===== config.mk =====
export PLATFORM = sky130hd
export DESIGN_NAME = fetch_ctrl_flat
export DESIGN_NICKNAME = d
export VERILOG_FILES = /design/src/rtl/fetch_ctrl_if.sv /design/src/rtl/fetch_ctrl.sv /design/src/flat_wrapper.sv
export SDC_FILE = /design/constraint.sdc
export NUM_CORES = 1
export LEC_CHECK = 0
export ABC_AREA = 1
export CAP_MARGIN = 20
export CORE_AREA = 2 2 128 130
export CTS_BUF_LIST = sky130_fd_sc_hd__clkbuf_16
export DETAILED_ROUTE_END_ITERATION = 10
export DIE_AREA = 0 0 130 132
export GPL_TIMING_DRIVEN = 0
export HOLD_SLACK_MARGIN = 0.03
export PLACE_DENSITY = 0.82
export SYNTH_ARGS = -nofsm -noshare
export SYNTH_HDL_FRONTEND = slang
export SYNTH_SLANG_ARGS = --single-unit

===== constraint.sdc =====
create_clock -name clk -period 3.2 [get_ports clk]
set_input_delay 0.32 -clock clk [delete_from_list [all_inputs] [get_ports clk]]
set_output_delay 0.32 -clock clk [all_outputs]
set_load 0.05 [all_outputs]

===== src/rtl/fetch_ctrl_if.sv =====
`default_nettype none
// ============================================================================
//  Module      : fetch_ctrl_if
//  Description : Bundle of the fetch-stage control, instruction-memory and
//                IF/ID pipeline signals. The master modport is the fetch
//                controller; the slave modport is the surrounding pipeline.
//  Revision    : 1.0 - initial release
// ============================================================================
interface fetch_ctrl_if;
    logic        stall;
    logic [1:0]  npc_sel;
    logic        br_cond;
    logic [31:0] rs_d;
    logic [11:0] im_addr;
    logic [31:0] im_instr;
    logic [31:0] pc_f;
    logic [31:0] instr_d;
    logic [31:0] pc_d;
    logic [31:0] pc8_d;
    logic        valid_d;
    logic        halted;
    logic        fetch_err;

    modport master (
        input  stall, npc_sel, br_cond, rs_d, im_instr,
        output im_addr, pc_f, instr_d, pc_d, pc8_d, valid_d, halted, fetch_err
    );

    modport slave (
        output stall, npc_sel, br_cond, rs_d, im_instr,
        input  im_addr, pc_f, instr_d, pc_d, pc8_d, valid_d, halted, fetch_err
    );
endinterface
`default_nettype wire


===== src/rtl/fetch_ctrl.sv =====
`default_nettype none
// ============================================================================
//  Module      : fetch_ctrl
//  Description : Instruction fetch controller with IF/ID register, branch /
//                jump / jr redirect, syscall halt and illegal-PC fault.
//                Macro DELAY_SLOT_EN: when defined the instruction fetched in
//                a redirect cycle is kept as a valid delay slot; otherwise it
//                is squashed into a bubble.
//  Revision    : 1.0 - initial release
// ============================================================================
module fetch_ctrl #(
    parameter logic [31:0] PC_BASE  = 32'h0000_3000,
    parameter logic [31:0] PC_LIMIT = 32'h0000_7000
) (
    input  wire logic     clk,
    input  wire logic     reset,
    fetch_ctrl_if.master  bus
);

    localparam logic [1:0]  c_RUN     = 2'd0;
    localparam logic [1:0]  c_HALT    = 2'd1;
    localparam logic [1:0]  c_FAULT   = 2'd2;
    localparam logic [31:0] c_SYSCALL = 32'h0000_000C;

    logic [1:0]  state_q, state_d;
    logic [31:0] pc_f_q, pc_f_d;
    logic [31:0] ifid_instr_q, ifid_instr_d;
    logic [31:0] ifid_pc_q, ifid_pc_d;
    logic        ifid_valid_q, ifid_valid_d;

    logic [13:0] w_off;
    logic        w_unused_off;
    logic        w_legal;
    logic        w_syscall;
    logic [31:0] w_br_off;
    logic [31:0] w_br_tgt;
    logic [31:0] w_j_tgt;
    logic        w_redirect;
    logic [31:0] w_target;

    // Only the low 14 bits of the PC offset reach the instruction memory.
    assign w_off        = pc_f_q[13:0] - PC_BASE[13:0];
    assign w_unused_off = ^w_off[1:0];

    assign w_legal   = (pc_f_q >= PC_BASE) && (pc_f_q < PC_LIMIT) && (pc_f_q[1:0] == 2'b00);
    assign w_syscall = ifid_valid_q && (ifid_instr_q == c_SYSCALL);

    // Targets come only from the instruction sitting in IF/ID.
    assign w_br_off = {{14{ifid_instr_q[15]}}, ifid_instr_q[15:0], 2'b00};
    assign w_br_tgt = ifid_pc_q + 32'd4 + w_br_off;
    assign w_j_tgt  = {ifid_pc_q[31:28], ifid_instr_q[25:0], 2'b00};

    // Select the redirect target and decide whether a redirect happens.
    always_comb begin
        w_redirect = 1'b0;
        w_target   = w_br_tgt;
        case (bus.npc_sel)
            2'b01: begin
                w_redirect = bus.br_cond;
                w_target   = w_br_tgt;
            end
            2'b10: begin
                w_redirect = 1'b1;
                w_target   = w_j_tgt;
            end
            2'b11: begin
                w_redirect = 1'b1;
                w_target   = bus.rs_d;
            end
            default: begin
                w_redirect = 1'b0;
                w_target   = w_br_tgt;
            end
        endcase
    end

    // State register.
    always_ff @(posedge clk) begin
        if (reset) begin
            state_q <= c_RUN;
        end else begin
            state_q <= state_d;
        end
    end

    // Next-state logic: a syscall in D outranks a fault on the younger fetch.
    always_comb begin
        state_d = state_q;
        case (state_q)
            c_RUN: begin
                if (!bus.stall) begin
                    if (w_syscall) begin
                        state_d = c_HALT;
                    end else if (!w_legal) begin
                        state_d = c_FAULT;
                    end
                end
            end
            c_HALT:  state_d = c_HALT;
            c_FAULT: state_d = c_FAULT;
            default: state_d = c_RUN;
        endcase
    end

    // Output logic: status flags and next values of the PC and IF/ID register.
    always_comb begin
        bus.halted    = (state_q == c_HALT);
        bus.fetch_err = (state_q == c_FAULT);
        pc_f_d        = pc_f_q;
        ifid_instr_d  = ifid_instr_q;
        ifid_pc_d     = ifid_pc_q;
        ifid_valid_d  = ifid_valid_q;
        case (state_q)
            c_RUN: begin
                if (!bus.stall) begin
                    if (w_syscall || !w_legal) begin
                        // Entering HALT or FAULT: squash IF/ID, freeze the PC.
                        ifid_instr_d = 32'd0;
                        ifid_pc_d    = pc_f_q;
                        ifid_valid_d = 1'b0;
                    end else if (w_redirect) begin
                        pc_f_d    = w_target;
                        ifid_pc_d = pc_f_q;
`ifdef DELAY_SLOT_EN
                        ifid_instr_d = bus.im_instr;
                        ifid_valid_d = 1'b1;
`else
                        ifid_instr_d = 32'd0;
                        ifid_valid_d = 1'b0;
`endif
                    end else begin
                        pc_f_d       = pc_f_q + 32'd4;
                        ifid_instr_d = bus.im_instr;
                        ifid_pc_d    = pc_f_q;
                        ifid_valid_d = 1'b1;
                    end
                end
            end
            default: begin
                ifid_instr_d = 32'd0;
                ifid_valid_d = 1'b0;
            end
        endcase
    end

    // PC and IF/ID pipeline registers.
    always_ff @(posedge clk) begin
        if (reset) begin
            pc_f_q       <= PC_BASE;
            ifid_instr_q <= 32'd0;
            ifid_pc_q    <= PC_BASE;
            ifid_valid_q <= 1'b0;
        end else begin
            pc_f_q       <= pc_f_d;
            ifid_instr_q <= ifid_instr_d;
            ifid_pc_q    <= ifid_pc_d;
            ifid_valid_q <= ifid_valid_d;
        end
    end

    assign bus.im_addr = w_off[13:2];
    assign bus.pc_f    = pc_f_q;
    assign bus.instr_d = ifid_instr_q;
    assign bus.pc_d    = ifid_pc_q;
    assign bus.pc8_d   = ifid_pc_q + 32'd8;
    assign bus.valid_d = ifid_valid_q;

endmodule
`default_nettype wire

===== src/flat_wrapper.sv =====
// flat-port wrapper written by rule: the top's interface ports become plain ports
module fetch_ctrl_flat 
#(
    parameter logic [31:0] PC_BASE  = 32'h0000_3000,
    parameter logic [31:0] PC_LIMIT = 32'h0000_7000
)
  (clk, reset, bus_stall, bus_npc_sel, bus_br_cond, bus_rs_d, bus_im_instr, bus_im_addr, bus_pc_f, bus_instr_d, bus_pc_d, bus_pc8_d, bus_valid_d, bus_halted, bus_fetch_err);
  fetch_ctrl_if bus_i ();
  input  wire logic clk;
  input  wire logic reset;
  input wire logic [$bits(bus_i.stall)-1:0] bus_stall;
  input wire logic [$bits(bus_i.npc_sel)-1:0] bus_npc_sel;
  input wire logic [$bits(bus_i.br_cond)-1:0] bus_br_cond;
  input wire logic [$bits(bus_i.rs_d)-1:0] bus_rs_d;
  input wire logic [$bits(bus_i.im_instr)-1:0] bus_im_instr;
  output wire logic [$bits(bus_i.im_addr)-1:0] bus_im_addr;
  output wire logic [$bits(bus_i.pc_f)-1:0] bus_pc_f;
  output wire logic [$bits(bus_i.instr_d)-1:0] bus_instr_d;
  output wire logic [$bits(bus_i.pc_d)-1:0] bus_pc_d;
  output wire logic [$bits(bus_i.pc8_d)-1:0] bus_pc8_d;
  output wire logic [$bits(bus_i.valid_d)-1:0] bus_valid_d;
  output wire logic [$bits(bus_i.halted)-1:0] bus_halted;
  output wire logic [$bits(bus_i.fetch_err)-1:0] bus_fetch_err;
  assign bus_i.stall = bus_stall;
  assign bus_i.npc_sel = bus_npc_sel;
  assign bus_i.br_cond = bus_br_cond;
  assign bus_i.rs_d = bus_rs_d;
  assign bus_i.im_instr = bus_im_instr;
  assign bus_im_addr = bus_i.im_addr;
  assign bus_pc_f = bus_i.pc_f;
  assign bus_instr_d = bus_i.instr_d;
  assign bus_pc_d = bus_i.pc_d;
  assign bus_pc8_d = bus_i.pc8_d;
  assign bus_valid_d = bus_i.valid_d;
  assign bus_halted = bus_i.halted;
  assign bus_fetch_err = bus_i.fetch_err;
  fetch_ctrl #(.PC_BASE(PC_BASE), .PC_LIMIT(PC_LIMIT)) u_core (.clk(clk), .reset(reset), .bus(bus_i));
endmodule

; Word-level counts from Yosys, hierarchy flattened
; Cells that the tools add are included.
[totals]
elab_cells = 46
register_bits = 99
[op_classes]
magnitude_cmp = 2
add_sub_neg = 5
muxes = 11
eq_ne = 8
bitwise = 3
reduce_logical = 12
[ops]
columns = op, n
row1 = 32-bit 2-to-1 mux, 3
row2 = 32-bit by 3-bit adder with 32-bit output (second input constant), 2
row3 = 32-bit case mux with 2 select lines, 1
row4 = 32-bit adder, 1
row5 = 32-bit by 4-bit adder with 32-bit output (second input constant), 1
row6 = 32-bit by 4-bit == test with 1-bit output (second input constant), 1
row7 = 32-bit by 14-bit greater-or-equal comparator with 1-bit output (second input constant), 1
row8 = 32-bit by 15-bit less-than comparator with 1-bit output (second input constant), 1
row9 = 14-bit subtractor (second input constant), 1
row10 = 2-bit == test (second input constant), 3
row11 = 2-bit 2-to-1 mux, 3
row12 = 2-bit case mux with 3 select lines, 1
row13 = 2-bit by 1-bit == test with 1-bit output (second input constant), 2
row14 = 2-bit zero test, 2
row15 = 2-bit AND reduction, 2
row16 = 2-bit OR reduction, 2
row17 = 1-bit logical AND, 3
row18 = 3-bit != test (second input constant), 1
row19 = 1-bit inverter, 3
row20 = 3-bit AND reduction, 1
row21 = 1-bit 2-to-1 mux, 2
row22 = 2-bit != test (second input constant), 1
row23 = 1-bit case mux with 2 select lines, 1
row24 = 1-bit zero test, 1
row25 = 1-bit logical OR, 1

; Depth between registers and ports, before layout
; Gate-level depths: netlist (run 1).
[logic_depth]
ltp_word = 7
depth_mapped = 18

; Least setup slack after synthesis (run 1)
; OpenSTA, ideal clock, no wires.
[synth_timing]
path_kind = reg2out
startpoint = register u_core.ifid_pc_q[3], in the netlist u_core.bus.pc_d[3]
endpoint = output bus_pc8_d[31]
stages_incl_launch_ff = 12
arrival_ns = 2.865
path_buffers = 0
setup_slack_ns = 0.015
required_ns = 2.880
path_cell_list = dfxtp_1 -> ha_1 -> nand2_2 -> nor3_4 -> nand2_2 -> nor2_4 -> nand2_2 -> nor3_4 -> nand3_2 -> nor2_2 -> nand2_1 -> xor2_1
[synth_between]
elab_chain_cells = 1
[synth_lines]
columns = element, line_no
row1 = start: declaration, fetch_ctrl.sv:28  ; logic [31:0] ifid_pc_q, ifid_pc_d;
row2 = start signal: assignment, fetch_ctrl.sv:156  ; ifid_pc_q <= ifid_pc_d;
row3 = 32-bit by 4-bit adder with 32-bit output, fetch_ctrl.sv:165  ; assign bus.pc8_d = ifid_pc_q + 32'd8;
row4 = end: declaration, flat_wrapper.sv:20  ; output wire logic [$bits(bus_i.pc8_d)-1:0] bus_pc8_d;
; Every way passes these cells.

; Final worst setup path (run 1)
[layout_timing]
startpoint = register u_core.ifid_pc_q[7], in the netlist u_core.bus.pc_d[7]
endpoint = output bus_pc8_d[22]
; Same word-level chain as after synthesis.

==> results_dict.tcl, run 1 <==
set metrics [dict create \
    syn_nets 1370 \
    synth_edf_count 0 \
    r2r-start "u_core.bus.pc_d[3]" \
    rsz0062_at_grt "no" \
    slew_violations 0 \
    drt_iter0_markers 1001 \
    die-area_mm2 0.01716 \
    path_max_fanout 5 \
    grt_max_degree 21 \
    crit_type "reg2out" \
    synthesis.area_mm2 0.007762 \
    nets 1592 \
    endpoint "bus_pc8_d[22]" \
    yosysSeqAreaShare_pct 25.53 \
    cts_root_buf "clkbuf_16" \
    hpwl_mm 24.94 \
    wl_mm 31.28 \
    ios 213 \
    path_clk_slew_ns 0.07 \
    htree_levels 3 \
    io_buffers 211 \
    relSlewSlack_pct 50.25 \
    postSynthAreaPerCell_um2 6.270 \
    clock_path_buffers 2 \
    netlist_top_cells_area "dfxtp_1 26%, nand2_1 17%, ha_1 9.8%" \
    routedWlPerCell_um 18.62 \
    ys_ff_latch 99 \
    area_growth_pct 34.65 \
    start_util_pct 49.40 \
    clock-sinks 99 \
    grt-ovfl-total 0 \
    first_pass_iters 6 \
    min_period_ns 3.111 \
    pwr_density_cell_mw_per_mm2 686.0 \
    clock_latency_ns 0.36 \
    ir_drop_mv 0.4332 \
    startpoint "u_core.bus.pc_d[7]" \
    run_status "complete, no violations" \
    layout_setup_ws_ns 0.08945 \
    rows 46 \
    core_area_mm2 0.01571 \
    worstPathArrival_ns 2.79 \
    num_vias 9470 \
    grt_first_pass_wirelength_mm 47.87 \
    fin_total_pwr_w 0.007170 \
    finClkSkew_ns 0.008357 \
    antenna_left 0 \
    die_x_um 130 \
    synth_cell_types 45 \
    yosysTopAreaCellShare_pct 25.53 \
    dp_slack_ns -0.1717 \
    nFillCells 1471 \
    fin_crit_sh_pct 97.20 \
    synth_ff_type "dfxtp_1" \
    grt_pass1_vias 8894 \
    worstPathRequired_ns 2.88 \
    dieHeight_um 132 \
    r2r_slack_ns 0.39 \
    worstReg2RegEnd "u_core.bus.pc_f[15]" \
    r2r_cells 13 \
    antenna_cells 0 \
    async_reset_ff_share_pct 0 \
    start_kind "register" \
    final_hold_viol_count 0 \
    routed_via_density 5.637 \
    grt_usage_pct 36.31 \
    hold_buffers 0 \
    setup-violations-final 0 \
    drv_cap 0 \
    routabilityCongestion 0.9856 \
    post-cts-setup-buffers 0 \
    syn-instance-count 1238 \
    numCtsBuffers 9 \
    end_kind "primary output" \
    yosysTopAreaCell "dfxtp_1" \
    drc 0 \
    hold_path_class "in2reg" \
    layout-drive-gt1-share_pct 5.260 \
    cts_tree "yes" \
    worst_pin_slew_ns 0.7463 \
    fmaxAchievable_mhz 321.5 \
    antenna_found_initial 0 \
    yosys_warnings 0 \
    p_leak_nw 4.717 \
]
## synthesized netlist by cell type, types with 2 or more instances
master	n
a21oi_1	114
a221oi_1	4
a22o_1	5
a31oi_1	3
buf_1	2
buf_2	6
buf_4	13
clkbuf_1	31
dfxtp_1	99
ha_1	61
inv_1	136
nand2_1	345
nand2_2	6
nand3_1	70
nand3_2	2
nand3b_1	6
nand4_1	22
nor2_1	131
nor2_2	3
nor2_4	5
nor3_1	12
nor3_2	2
nor3_4	2
nor4_1	2
o211ai_1	6
o21a_1	2
o21ai_0	89
o21bai_1	4
or2_2	7
xnor2_1	9
xor2_1	25
## cell usage in the layout (no fill, tap or decap), types with 22 or more instances in the layout
master	Yosys	routed
clkdlybuf4s50_1	0	198
clkbuf_1	31	31
a21oi_1	114	114
ha_1	61	60
o21ai_0	89	89
nand3_1	70	70
xor2_1	25	25
nand4_1	22	22
nand2_1	345	345
dfxtp_1	99	95
nor2_1	131	131
inv_1	136	136
## how the worst min path moves through the flow
stage	startpoint	endpoint	depth (start not counted)
4_1_cts	bus_stall	u_core.bus.instr_d[2]	3
3_5_place_dp	u_core.state_q[0]	u_core.state_q[1]	1
2_1_floorplan	reset	u_core.bus.pc_f[23]	1
5_1_grt	bus_stall	u_core.bus.instr_d[2]	3
3_3_place_gp	u_core.bus.instr_d[30]	u_core.bus.instr_d[30]	2
6_report	bus_stall	u_core.bus.instr_d[2]	3
## cells by family after synthesis
family                   Yosys count  share of synthesized area [%]
AO/OA/AOI/OAI                    233                          16.18
XOR/XNOR                          34                          3.836
adder cells (fa/ha/maj)           62                          10.09
buffers and inverters            190                          9.913
flip-flops                        99                          25.53
AND/OR/NAND/NOR                  620                          34.45
## flip-flops by register name, summed over array words and instances (netlist names)
register and flops:
u_core.state_q 2, u_core.bus.instr_d 32, u_core.bus.pc_f 32, u_core.bus.valid_d 1
u_core.bus.pc_d 32
## metrics by stage
stage | hold slack (ns) | setup TNS, ns | std cells | instance area, µm² | utilization (%)
2_1_floorplan | 0.3891 | 0 | 1238 | 7762 | -
3_3_place_gp | 0.4674 | -0.2966 | 1665 | 10140 | 64.56
6_report | 0.3980 | 0 | 1680 | 10450 | 66.52
4_1_cts | 0.4017 | 0 | 1680 | 10460 | 66.57
5_1_grt | 0.4169 | 0 | 1680 | 10450 | 66.52
3_5_place_dp | 0.4748 | -0.3796 | 1665 | 10140 | 64.56
## report_power, final
part / internal [W] / total [W] / switching, W
Clock: 0.000684 / 0.00119 / 0.000508
Sequential: 0.00148 / 0.00195 / 0.000470
Combinational: 0.00128 / 0.00403 / 0.00274
## cell type report
cell class / count / area, µm² / share of cell area, %
Timing Repair Buffer: 211 / 2095 / 20.04
Multi-Input combinational cell: 949 / 5014 / 47.97
Clock buffer: 9 / 225.2 / 2.155
Tap cell: 216 / 270.3 / 2.586
Buffer: 52 / 251.5 / 2.406
Inverter: 138 / 518.0 / 4.956
Clock inverter: 6 / 90.09 / 0.8619
Sequential cell: 99 / 1989 / 19.03
## layer usage
metal | routed length [µm] | track usage, % | share of wire, %
met5 | 0 | 0 | 0
met2 | 14030 | 57.82 | 45
met3 | 3470 | 8.360 | 11
met1 | 12030 | 45.35 | 38
met4 | 1753 | 19.06 | 5.6
## repair_timing
action,in CTS,in global routing
pin swaps,0,0
gates resized for setup,29,15
setup endpoints to repair,14,24
## critical path, stage by stage, from the launching register on
cell           delay [ns]
dfxtp_1              0.49
nand2_1              0.19
nor2_4               0.21
nand2_2              0.11
nor2_4               0.15
nand2_2              0.11
nor2_4               0.11
nand2_2              0.09
nor2_4               0.13
nand3_4              0.10
xor2_1               0.19
dlygate4sd2_1        0.55
No activity file was read; power rests on OpenSTA's default activity.
==> run 2: changes to the inputs <==
--- a/config.mk
+++ b/config.mk
@@ -9,6 +9,7 @@
 export CAP_MARGIN = 20
 export CORE_AREA = 2 2 128 130
 export CTS_BUF_LIST = sky130_fd_sc_hd__clkbuf_16
+export CTS_CLUSTER_SIZE = 24
 export DETAILED_ROUTE_END_ITERATION = 10
 export DIE_AREA = 0 0 130 132
 export GPL_TIMING_DRIVEN = 0
==> constraint.sdc (replaced) <==
create_clock -name clk -period 3.2 [get_ports clk]
set_input_delay 0.64 -clock clk [delete_from_list [all_inputs] [get_ports clk]]
set_output_delay 0.64 -clock clk [all_outputs]
set_load 0.05 [all_outputs]
==> run 2 against run 1 <==
  * Global-route usage grew 0.53 points
  * Core utilization grew 1.4 points
  * Highest routed layer unchanged
  * Flip-flop and latch count is the same
==> results_dict.tcl, run 2 (synthesis gave the netlist of run 1 again) <==
set metrics [dict create \
    nFillCells 1420 \
    finClkSkew_ns 0.009077 \
    final_cell_count_no_fill 1695 \
    ir_drop_mv 0.4056 \
    start_kind "register" \
    core_area_mm2 0.01571 \
    die_x_um 130 \
    hold_ws_ns 0.4811 \
    run_status "complete, no violations" \
    switchingPower_w 0.003759 \
    dp_slack_ns -0.5764 \
    nets 1606 \
    grt_first_pass_wirelength_mm 48.66 \
    routedWlPerCell_um 18.91 \
    seqPwrFrac_pct 27.4 \
    dieHeight_um 132 \
    hold_depth 2 \
    rsz0062_at_grt "yes" \
    dp_cells 1665 \
    pwr_density_cell_mw_per_mm2 671.4 \
    grt_usage_pct 36.84 \
    clock_path_buffers 2 \
    rows 46 \
    drc 0 \
    routed_via_density 5.658 \
    wl_mm 32.05 \
    layout_commonest_cell "nand2_1" \
    cts_root_buf "clkbuf_16" \
    worstPathRequired_ns 2.56 \
    path_max_fanout 4 \
    io_buffers 211 \
    area_growth_pct 37.44 \
    p_int_w 0.003404 \
    ios 213 \
    clock-sinks 99 \
    start_util_pct 49.40 \
    drv_cap 0 \
    worst_pin_slew_ns 0.7210 \
    setup-violations-final 0 \
    layout_setup_ws_ns 0.02098 \
    fin_total_pwr_w 0.007163 \
    setup_tns_ns 0 \
    multi_input_area_mm2 0.005135 \
    netSwitchingFraction_pct 52.48 \
    hold_path_class "reg2reg" \
    fin_crit_sh_pct 99.34 \
    antenna_cells 0 \
    r2r_cells 14 \
    grt_max_degree 21 \
    end_kind "primary output" \
    clock_latency_ns 0.36 \
    cts_tree "yes" \
    regArea_mm2 0.001999 \
    layout-drive-gt1-share_pct 7.302 \
    layout_common_cells "343 x nand2_1, 193 x clkdlybuf4s50_1, 137 x inv_1, 131 x nor2_1, 114 x a21oi_1" \
    die-area_mm2 0.01716 \
    p_leak_nw 4.833 \
    hpwl_mm 25.09 \
    worstPathArrival_ns 2.54 \
    num_vias 9591 \
    antenna_found_initial 0 \
    grt-ovfl-total 0 \
    htree_levels 3 \
    first_pass_iters 8 \
    p_clk_share_pct 15.9 \
    grt_pass1_vias 9140 \
    relSlewSlack_pct 51.93 \
    final_hold_viol_count 0 \
    fmaxAchievable_mhz 314.6 \
    combPwrFrac_pct 56.7 \
    numCtsBuffers 9 \
    min_period_ns 3.179 \
    crit_type "reg2out" \
    antenna_left 0 \
    drt_iter0_markers 1101 \
    path_clk_slew_ns 0.08 \
    slew_violations 0 \
    routabilityCongestion 0.9913 \
]
-- run 2: layout make-up --
cell class / count / share of cell area (%)
multi-input combinational: 949 / 48.13
timing repair buffer: 225 / 20.56
sequential: 99 / 18.74
inverter: 138 / 4.855
tap: 216 / 2.533
buffer: 52 / 2.357
clock buffer: 9 / 2.111
clock inverter: 7 / 0.7154
-- run 2: repair_timing --
| action | in CTS | in global routing |
|---|---|---|
| hold buffers | 0 | 0 |
| endpoints found under the hold margin | 0 | 0 |
| endpoints found under the setup margin | 20 | 23 |
| buffers inserted | 6 | 8 |
| resized for setup | 68 | 16 |
| pin swaps | 6 | 9 |
-- run 2: critical path, cell delays in order, from the launching register on --
cell and delay [ns]:
dfxtp_1 0.45, nand2_1 0.21, nor3b_2 0.22, nand2_2 0.12, nor2_4 0.12, nand2_2 0.08
nor3_4 0.20, nand3_4 0.16, nor3_4 0.29, xor2_4 0.17, buf_8 0.16
-- run 2: stage by stage --
stage / util (%) / area, µm²
floorplan: - / 7834
global placement: 65.02 / 10220
detailed placement: 65.02 / 10220
CTS: 67.36 / 10580
global route: 67.90 / 10670
finish: 67.90 / 10670
-- run 2: final timing paths --
kind / endpoint / slack (ns) / from
worst min register to register: u_core.bus.instr_d[30] / 0.48 / u_core.bus.instr_d[30]
worst min-delay path: u_core.bus.instr_d[30] / 0.48 / u_core.bus.instr_d[30]
worst max-delay path: bus_pc8_d[29] / 0.02 / u_core.bus.pc_d[11]
worst max register to register: u_core.bus.pc_f[15] / 0.21 / u_core.bus.pc_d[3]
-- run 2: power groups by stage --
stage / Combinational, W / Sequential (W) / Clock, W
after floorplan: 0.00189 / 0.00258 / 0
after global placement: 0.00393 / 0.00196 / 0
after detailed placement: 0.00397 / 0.00196 / 0
after CTS: 0.00399 / 0.00194 / 0.00113
after global routing: 0.00431 / 0.00198 / 0.00117
final: 0.00406 / 0.00196 / 0.00114
-- run 2: metal layers --
layer | wire length (µm) | GRT usage [%]
met5 | 0 | 0
met2 | 14490 | 59.83
met1 | 12290 | 44.83
met3 | 3492 | 8.279
met4 | 1778 | 20.07
==> run 3: changes to the inputs <==
--- a/config.mk
+++ b/config.mk
@@ -14,6 +14,7 @@
 export DIE_AREA = 0 0 130 132
 export GPL_TIMING_DRIVEN = 0
 export HOLD_SLACK_MARGIN = 0.03
+export MAX_ROUTING_LAYER = met4
 export PLACE_DENSITY = 0.82
 export SYNTH_ARGS = -nofsm -noshare
 export SYNTH_HDL_FRONTEND = slang
==> run 3 against run 2 <==
  * Hold slack improved by 0.0014 ns
  * Via count fell by 0.50%
  * Register-to-register slack barely moved
  * Flip-flop and latch count did not move
  * Critical endpoint is now bus_pc8_d[11]
  * Sequential share of layout area barely moved
  * Worst setup slack improved by 0.033 ns
  * Final area rose by 0.10%
  * Final cell count fell by 0.41%
==> results_dict.tcl, run 3 (synthesis gave the netlist of run 1 again) <==
set metrics [dict create \
    wl_mm 31.62 \
    multi_input_area_mm2 0.005131 \
    num_vias 9543 \
    clock-sinks 99 \
    die_x_um 130 \
    core_area_mm2 0.01571 \
    relSlewSlack_pct 47.76 \
    fmaxAchievable_mhz 317.9 \
    clock_path_buffers 2 \
    cts_tree "yes" \
    grt_first_pass_wirelength_mm 48.33 \
    regArea_mm2 0.002001 \
    p_leak_nw 4.812 \
    nets 1600 \
    min_period_ns 3.146 \
    routedWlPerCell_um 18.73 \
    dieHeight_um 132 \
    post-route-util_pct 67.97 \
    worst_pin_slew_ns 0.7836 \
    setup_tns_ns 0 \
    cts_root_buf "clkbuf_16" \
    numCtsBuffers 9 \
    nFillCells 1418 \
    pwr_density_cell_mw_per_mm2 681.7 \
    end_kind "primary output" \
    routabilityCongestion 1.003 \
    hpwl_mm 25.11 \
    run_status "complete, no violations" \
    ir_drop_mv 0.3677 \
    worstPathRequired_ns 2.56 \
    fin_total_pwr_w 0.007280 \
    antenna_left 0 \
    grt_usage_pct 37.54 \
    hold_buffers 0 \
    path_max_fanout 4 \
    worstPathArrival_ns 2.51 \
    final_hold_viol_count 0 \
    drv_cap 0 \
    hold_path_class "reg2reg" \
    clock_latency_ns 0.36 \
    slew_violations 0 \
    setup-violations-final 0 \
    layout_common_cells "342 x nand2_1, 196 x clkdlybuf4s50_1, 136 x inv_1, 131 x nor2_1, 114 x a21oi_1" \
    area_growth_pct 37.59 \
    finClkSkew_ns 0.008755 \
    drt_iter0_markers 1087 \
    path_clk_slew_ns 0.07 \
    htree_levels 3 \
    start_util_pct 49.40 \
    design_area_mm2 0.01068 \
    grt_pass1_vias 9116 \
    layout_commonest_cell "nand2_1" \
    crit_type "reg2out" \
    grt_max_degree 21 \
    antenna_found_initial 0 \
    first_pass_iters 5 \
    rsz0062_at_grt "yes" \
    dp_slack_ns -0.5942 \
    antenna_cells 0 \
    drc 0 \
    layout-drive-gt1-share_pct 6.929 \
    routed_via_density 5.653 \
    placed_cell_area_mm2 0.01022 \
    grt-ovfl-total 0 \
    start_kind "register" \
    io_buffers 211 \
    ios 213 \
    fin_crit_sh_pct 98.30 \
    die-area_mm2 0.01716 \
    rows 46 \
    layout_setup_ws_ns 0.05447 \
]
run 3: metal layers:
layer | routed length [µm] | vias up | GRT usage [%] | part of all wire (%)
li1 | - | 4492 | - | -
met1 | 12100 | 4339 | 44.38 | 38
met2 | 14620 | 600 | 59.92 | 46
met3 | 3256 | 112 | 7.386 | 10
met4 | 1642 | 0 | 19.65 | 5.2
met5 | 0 | - | - | 0
run 3: final cells by class:
| cell class | instances | share of cell area [%] |
|---|---|---|
| Clock inverter | 6 | 1.066 |
| Multi-Input combinational cell | 949 | 48.04 |
| Buffer | 52 | 2.355 |
| Tap cell | 216 | 2.530 |
| Timing Repair Buffer | 219 | 20.31 |
| Sequential cell | 99 | 18.73 |
| Clock buffer | 9 | 2.109 |
| Inverter | 138 | 4.850 |
run 3: what timing repair did:
| action | 4_1_cts | 5_1_grt |
|---|---|---|
| endpoints found under the setup margin | 21 | 20 |
| resized for setup | 66 | 15 |
| setup buffers | 7 | 1 |
| pin swaps | 7 | 7 |
run 3: path summary, 6_finish.rpt:
| kind | start | to | slack, ns | cells past startpoint |
|---|---|---|---|---|
| worst max-delay path | u_core.bus.pc_d[4] | bus_pc8_d[11] | 0.05 | 7 |
| worst min-delay path | u_core.bus.instr_d[30] | u_core.bus.instr_d[30] | 0.48 | 2 |
| worst max register to register | u_core.bus.instr_d[1] | u_core.bus.pc_f[15] | 0.20 | 13 |
| worst min register to register | u_core.bus.instr_d[30] | u_core.bus.instr_d[30] | 0.48 | 2 |
run 3: power by group:
group          total (W)  internal (W)  switching [W]  leakage (nW)
clock network    0.00128      0.000765       0.000511         0.165
logic            0.00403       0.00131        0.00272          3.84
registers        0.00197       0.00149       0.000486         0.811
run 3: worst max-delay path: stages (launching register included):
cell and delay (ns):
dfxtp_4 0.41, ha_4 0.16, nand2_4 0.06, nor3_4 0.16, buf_4 0.15, nand3_1 0.07
xor2_1 0.27, clkdlybuf4s50_1 0.86
run 3: through the flow:
stage / cells / hold slack, ns
global placement: 1665 / 0.4658
floorplan: 1238 / 0.4441
detailed placement: 1665 / 0.4693
CTS: 1687 / 0.4792
finish: 1688 / 0.4825
global route: 1688 / 0.5042
